## config.mk

```make
export PLATFORM = sky130hd
export DESIGN_NAME = interrupt_ctrl
export DESIGN_NICKNAME = d
export VERILOG_FILES = /design/src/rtl/int_pkg.sv /design/src/rtl/irq_prio_enc.sv /design/src/rtl/interrupt_ctrl.sv
export SDC_FILE = /design/constraint.sdc
export NUM_CORES = 1
export LEC_CHECK = 0
export ABC_CLOCK_PERIOD_IN_PS = 1600
export CORE_MARGIN = 5
export CORE_UTILIZATION = 33
export CTS_CLUSTER_DIAMETER = 100
export DETAILED_ROUTE_END_ITERATION = 8
export PLACE_DENSITY = 0.74
export SLEW_MARGIN = 30
export SYNTH_ARGS = -nofsm -noshare
export SYNTH_HDL_FRONTEND = slang
export SYNTH_SLANG_ARGS = --single-unit
```

## constraint.sdc

```tcl
create_clock -name clk -period 1.6 [get_ports clk]
set_input_delay 0.24 -clock clk [delete_from_list [all_inputs] [get_ports clk]]
set_output_delay 0.24 -clock clk [all_outputs]
set_load 0.01 [all_outputs]
```

## src/rtl/int_pkg.sv

```systemverilog
// Shared types and default configuration for the interrupt controller slice.
package int_pkg;

    typedef enum logic [0:0] {
        IDLE    = 1'b0,
        SERVICE = 1'b1
    } state_t;

    localparam int          DEF_NUM_IRQ    = 4;
    localparam int          DEF_PC_W       = 10;
    localparam int unsigned DEF_VEC_BASE   = 32'h3C0;
    localparam int unsigned DEF_VEC_STRIDE = 4;

    // Full-width vector address; callers truncate to their PC width (modulo 2^PC_W).
    function automatic logic [31:0] vec_of(input int unsigned id,
                                           input int unsigned base   = DEF_VEC_BASE,
                                           input int unsigned stride = DEF_VEC_STRIDE);
        return 32'(base + id * stride);
    endfunction

endpackage

```

## src/rtl/irq_prio_enc.sv

```systemverilog
// Lowest-set-index priority encoder: index 0 wins, valid flags a non-empty input.
module irq_prio_enc #(
    parameter int N   = 4,
    parameter int IDW = 2
) (
    input  logic [N-1:0]   vec,
    output logic [IDW-1:0] idx,
    output logic           valid
);

    logic [N:0]   lower;
    logic [N-1:0] first;

    assign lower[0] = 1'b0;

    // lower[i] is set when any bit below i is set, so first[] is one-hot.
    genvar gi;
    generate
        for (gi = 0; gi < N; gi++) begin : g_chain
            assign lower[gi+1] = lower[gi] | vec[gi];
            assign first[gi]   = vec[gi] & ~lower[gi];
        end
    endgenerate

    always_comb begin
        idx = '0;
        for (int i = 0; i < N; i++) begin
            if (first[i]) begin
                idx = idx | IDW'(i);
            end
        end
    end

    assign valid = lower[N];

endmodule

```

## src/rtl/interrupt_ctrl.sv

```systemverilog
// Interrupt controller and return-stack command arbiter for the single-cycle CPU.
// Define INT_NEST_EN to let a higher-priority request preempt a running ISR.
module interrupt_ctrl
    import int_pkg::*;
#(
    parameter int          NUM_IRQ    = DEF_NUM_IRQ,
    parameter int          PC_W       = DEF_PC_W,
    parameter int unsigned VEC_BASE   = DEF_VEC_BASE,
    parameter int unsigned VEC_STRIDE = DEF_VEC_STRIDE
) (
    input  logic               clk,
    input  logic               reset,
    input  logic [NUM_IRQ-1:0] irq,
    input  logic [PC_W-1:0]    pc,
    input  logic               call,
    input  logic               ret,
    input  logic               reti,
    input  logic               ei,
    input  logic               di,
    input  logic               mask_we,
    input  logic [NUM_IRQ-1:0] mask_wdata,
    input  logic               stack_ovf,
    output logic               take_int,
    output logic [PC_W-1:0]    vector,
    output logic               stack_push,
    output logic               stack_pop,
    output logic               stack_int,
    output logic [NUM_IRQ-1:0] in_service,
    output logic [NUM_IRQ-1:0] pending,
    output logic               gie
);

    localparam int IDW = (NUM_IRQ > 1) ? $clog2(NUM_IRQ) : 1;

    logic [NUM_IRQ-1:0] irq_q_reg;
    logic               armed_reg;
    logic [NUM_IRQ-1:0] pending_reg, pending_next;
    logic [NUM_IRQ-1:0] mask_reg, mask_next;
    logic [NUM_IRQ-1:0] in_service_reg, in_service_next;
    logic               gie_reg, gie_next;
    state_t             state_reg, state_next;

    logic [NUM_IRQ-1:0] cand;
    logic [IDW-1:0]     cand_id, svc_id;
    logic               cand_valid, svc_valid;
    logic               permit;
    logic [NUM_IRQ-1:0] rise;
    logic [NUM_IRQ-1:0] take_vec;
    logic [NUM_IRQ-1:0] svc_after_reti;
    logic               reti_in_service;
    logic               unused_ok;

    assign cand = pending_reg & mask_reg;

    irq_prio_enc #(.N(NUM_IRQ), .IDW(IDW)) u_cand_enc (
        .vec   (cand),
        .idx   (cand_id),
        .valid (cand_valid)
    );

    irq_prio_enc #(.N(NUM_IRQ), .IDW(IDW)) u_svc_enc (
        .vec   (in_service_reg),
        .idx   (svc_id),
        .valid (svc_valid)
    );

`ifdef INT_NEST_EN
    assign permit    = (state_reg == IDLE) || (svc_valid && (cand_id < svc_id));
    assign unused_ok = ^pc;
`else
    assign permit    = (state_reg == IDLE);
    assign unused_ok = ^{pc, svc_id, svc_valid};
`endif

    assign take_int = gie_reg & cand_valid & ~reti & ~stack_ovf & permit;
    assign vector   = take_int ? PC_W'(vec_of(32'(cand_id), VEC_BASE, VEC_STRIDE)) : '0;

    // The preempted instruction's pc is pushed; a coinciding call/ret is killed and replays later.
    assign stack_push = take_int | call;
    assign stack_pop  = (ret | reti) & ~take_int;
    assign stack_int  = reti;

    // The first cycle after reset only captures the irq level, so held lines never look like edges.
    assign rise            = armed_reg ? (irq & ~irq_q_reg) : '0;
    assign take_vec        = take_int ? (NUM_IRQ'(1) << cand_id) : '0;
    assign svc_after_reti  = in_service_reg & (in_service_reg - NUM_IRQ'(1));
    assign reti_in_service = reti && (state_reg == SERVICE);

    always_comb begin
        pending_next    = (pending_reg & ~take_vec) | rise;
        mask_next       = mask_we ? mask_wdata : mask_reg;
        in_service_next = in_service_reg;
        state_next      = state_reg;
        gie_next        = gie_reg;
        if (take_int) begin
            in_service_next = in_service_reg | take_vec;
            state_next      = SERVICE;
            gie_next        = 1'b0;
        end else begin
            if (reti_in_service) begin
                in_service_next = svc_after_reti;
                if (svc_after_reti == '0) begin
                    state_next = IDLE;
                end
            end
            if (reti_in_service && (svc_after_reti == '0)) begin
                gie_next = 1'b1;
            end else if (di) begin
                gie_next = 1'b0;
            end else if (ei) begin
                gie_next = 1'b1;
            end
        end
    end

    always_ff @(posedge clk) begin
        if (reset) begin
            irq_q_reg      <= '0;
            armed_reg      <= 1'b0;
            pending_reg    <= '0;
            mask_reg       <= '0;
            in_service_reg <= '0;
            gie_reg        <= 1'b0;
            state_reg      <= IDLE;
        end else begin
            irq_q_reg      <= irq;
            armed_reg      <= 1'b1;
            pending_reg    <= pending_next;
            mask_reg       <= mask_next;
            in_service_reg <= in_service_next;
            gie_reg        <= gie_next;
            state_reg      <= state_next;
        end
    end

    assign in_service = in_service_reg;
    assign pending    = pending_reg;
    assign gie        = gie_reg;

endmodule

```

==> summary.md <==
| Metric | Value |
|---|---|
| Status | complete, but fails checks |
| Failing checks | negative setup slack |
| Total congestion overflow | 0 |
| Die Ht | 61.5 µm |
| Syn_area_per_cell | 9.11 µm² |
| Max H-tree Level | 1 |
| Storage cell area | 387 µm² |
| CTS sink cnt | 19 |
| Req. time, crit path | 1360 ps |
| Global-route wire length before repair | 3.73 mm |
| Multi-input combinational cell area | 485 µm² |
| Largest net degree at the start of global routing | 16 |
| Most used cell, CP | buf_6 |
| CP Launch Type | register |
| Dpl ws | -792 ps |
| Ys async rst share | 0 |
| Ant. Diodes | 0 |
| Initial antenna violation count | 0 |
| Final min period | 1890 ps |
| Main synth FF type | dfxtp_1 |
| Vias | 916 |
| Buffers on Ports | 35 |
| Slowest cell on the critical path | or4b_4 |
| Worst Clk Skew | 1.36 ps |
| Post-synth EDFFs | 0 |
| Sequential share of power | 0.542 |
| Worst Path Arrival | 1650 ps |
| Crit-path cells | or4b_4 -> a21oi_4 -> buf_6 -> buf_6 -> buf_6 |
| Layout area overhead | 72.4% |
| Initial Utilization | 0.350 |
| Vias in the first global route | 879 |
| Max Fclk | 530 MHz |
| Combinational share of power | 0.198 |
| # hold bufs at CTS | 0 |
| Int Pwr | 0.700 mW |
| CTS tree | built |
| Synthesized cell area | 875 µm² |
| Net Sw Frac | 0.250 |
| Synth area leaders | dfxtp_1 43%, buf_4 7.7%, mux2i_1 4.6%, a21oi_1 4.0%, nor2b_1 3.6% |
| GRT Util Overall | 0.134 |
| Synthesized instance count | 96 |
| Pins Over Slew Limit | 0 |
| Die area | 3780 µm² |
| Clock network fraction of total power | 0.260 |
| Post-DP HPWL | 1.92 mm |
| DRC | 0 |
| Leakage | 0.671 nW |
| Sequential fraction of the synthesis area | 0.435 |
| Later-pin clock latency in the skew report | 290 ps |
| Final Net Count | 181 |
| # setup viols final | 10 |
| Fin. Hold Viols | 0 |
| Psw | 0.234 mW |
| Final worst path period share | 1.18 |
| Filler cells | 207 |
| Final Power | 0.934 mW |
| Worst-path clk slew | 100 ps |
| Synth warn | 0 |
| Hold Crit Class | reg2reg |
| CP peak stage delay | 540 ps |
| Vias per cell | 5.01 |
| Post-synthesis cell type count | 35 |
| Max clock buf depth | 2 |
| Power density cells | 619 nW/µm² |
| Critical-path maximum fanout | 4 |
| Initial DRC count | 19 |
| Site Rows | 18 |
| RePlAce Congestion | 0.852 |
| Hold_ws | 500 ps |
| Clock root buffer | clkbuf_4 |
| Core ar. | 2500 µm² |
| CTS buffer count | 3 |
| RSZ-0062 raised after global routing | true |
| Setup ws final | -287 ps |
| Drt pass-1 iters | 4 |
| Worst vdd ir | 0.532 mV |
| Max cap viols | 0 |
| DRT Wirelength | 2.53 mm |
| Io pins | 50 |
| Crit Path Class | reg2out |
| Antenna Nets Post-Route | 0 |
| Share of layout cells above drive strength 1 | 0.353 |
| Leading area contributor after synthesis | dfxtp_1 |
| Die width | 61.5 µm |
| Critical path capture point type | primary output |
| #FFs+latches synth | 19 |
| Area share of the largest cell type after synthesis | 0.435 |
| WL/cell | 13.8 µm |
==> cells in the mapped netlist, drive strengths merged, types with 2 or more instances <==
master	number
o31ai	2
nand3b	2
mux2i	4
clkbuf	2
a22oi	2
nand2	6
nor2b	5
o21ai	2
or3	2
dfxtp	19
nand4	2
buf	10
inv	4
a21oi	7
o211a	2
nor2	7
==> metal layers <==
metal  track usage  vias up  part of all wire
li1              -      445                 -
met1         0.145      422              0.40
met2         0.247       43              0.49
met3        0.0210        6             0.093
met4        0.0727        0             0.015
met5             0        -                 0
==> path summary, 6_finish.rpt <==
| check | startpoint | end | slack, ps | cells past startpoint |
|---|---|---|---|---|
| setup / recovery | state_reg | vector[6] | -290 | 5 |
| hold / removal | irq_q_reg[2] | pending[2] | 500 | 2 |
| setup reg to reg | state_reg | in_service[2] | -160 | 5 |
| hold reg to reg | irq_q_reg[2] | pending[2] | 500 | 2 |
==> placed cells by master, fill, tap and decap left out, types with 4 or more instances in the layout <==
cell	n
inv_1	4
a21oi_1	5
dfxtp_2	5
nor2b_1	5
buf_6	9
clkdlybuf4s50_1	23
nor2_1	6
dfxtp_1	14
mux2i_1	4
nand2_1	6
conb_1	4
buf_4	24
==> worst max-delay path, delay by kind of cell, from the launching register on <==
kind / cells / cell delay, ps
simple gates: 1 / 540
compound gates: 1 / 160
buf+inv: 3 / 320
flops: 1 / 330
==> power by group through the flow <==
stage	registers (mW)	logic, mW	clock network [mW]
3_3_place_gp	0.515	0.169	0
5_1_grt	0.508	0.197	0.269
4_1_cts	0.504	0.182	0.249
6_report	0.506	0.184	0.243
3_5_place_dp	0.515	0.174	0
2_1_floorplan	0.523	0.0628	0
==> through the flow <==
step | cell area [µm²] | setup TNS [ps] | std cells | util
final | 1510 | -2310 | 183 | 0.603
after global routing | 1510 | -2840 | 183 | 0.603
after CTS | 1480 | -2680 | 182 | 0.591
after detailed placement | 1380 | -9440 | 175 | 0.553
after global placement | 1380 | -8820 | 175 | 0.553
after floorplan | 907 | 0 | 99 | -
==> cell type report <==
| type | count | area share |
|---|---|---|
| clock buffers | 4 | 0.0174 |
| inverters | 4 | 0.00996 |
| multi-input cells | 64 | 0.322 |
| flip-flops and latches | 19 | 0.256 |
| well taps | 30 | 0.0249 |
| repair buffers | 62 | 0.369 |
==> repair_timing <==
action	CTS	global route
pin swaps	3	5
setup buffers	3	1
gates resized for setup	53	12
setup endpoints to repair	13	17
==> kinds of logic (layout without fill, tap and decap cells) <==
| kind of cell | Yosys count | count (layout) | synth area share |
|---|---|---|---|
| multiplexers | 4 | 4 | 0.0458 |
| AND/OR/NAND/NOR | 31 | 31 | 0.197 |
| AO/OA/AOI/OAI | 24 | 24 | 0.197 |
| flip-flops | 19 | 19 | 0.435 |
| adder cells (fa/ha/maj) | 1 | 1 | 0.0114 |
| other | 1 | 4 | 0.00429 |
| buffers and inverters | 16 | 70 | 0.109 |
Note: power is estimated with default switching activity, not from simulation.
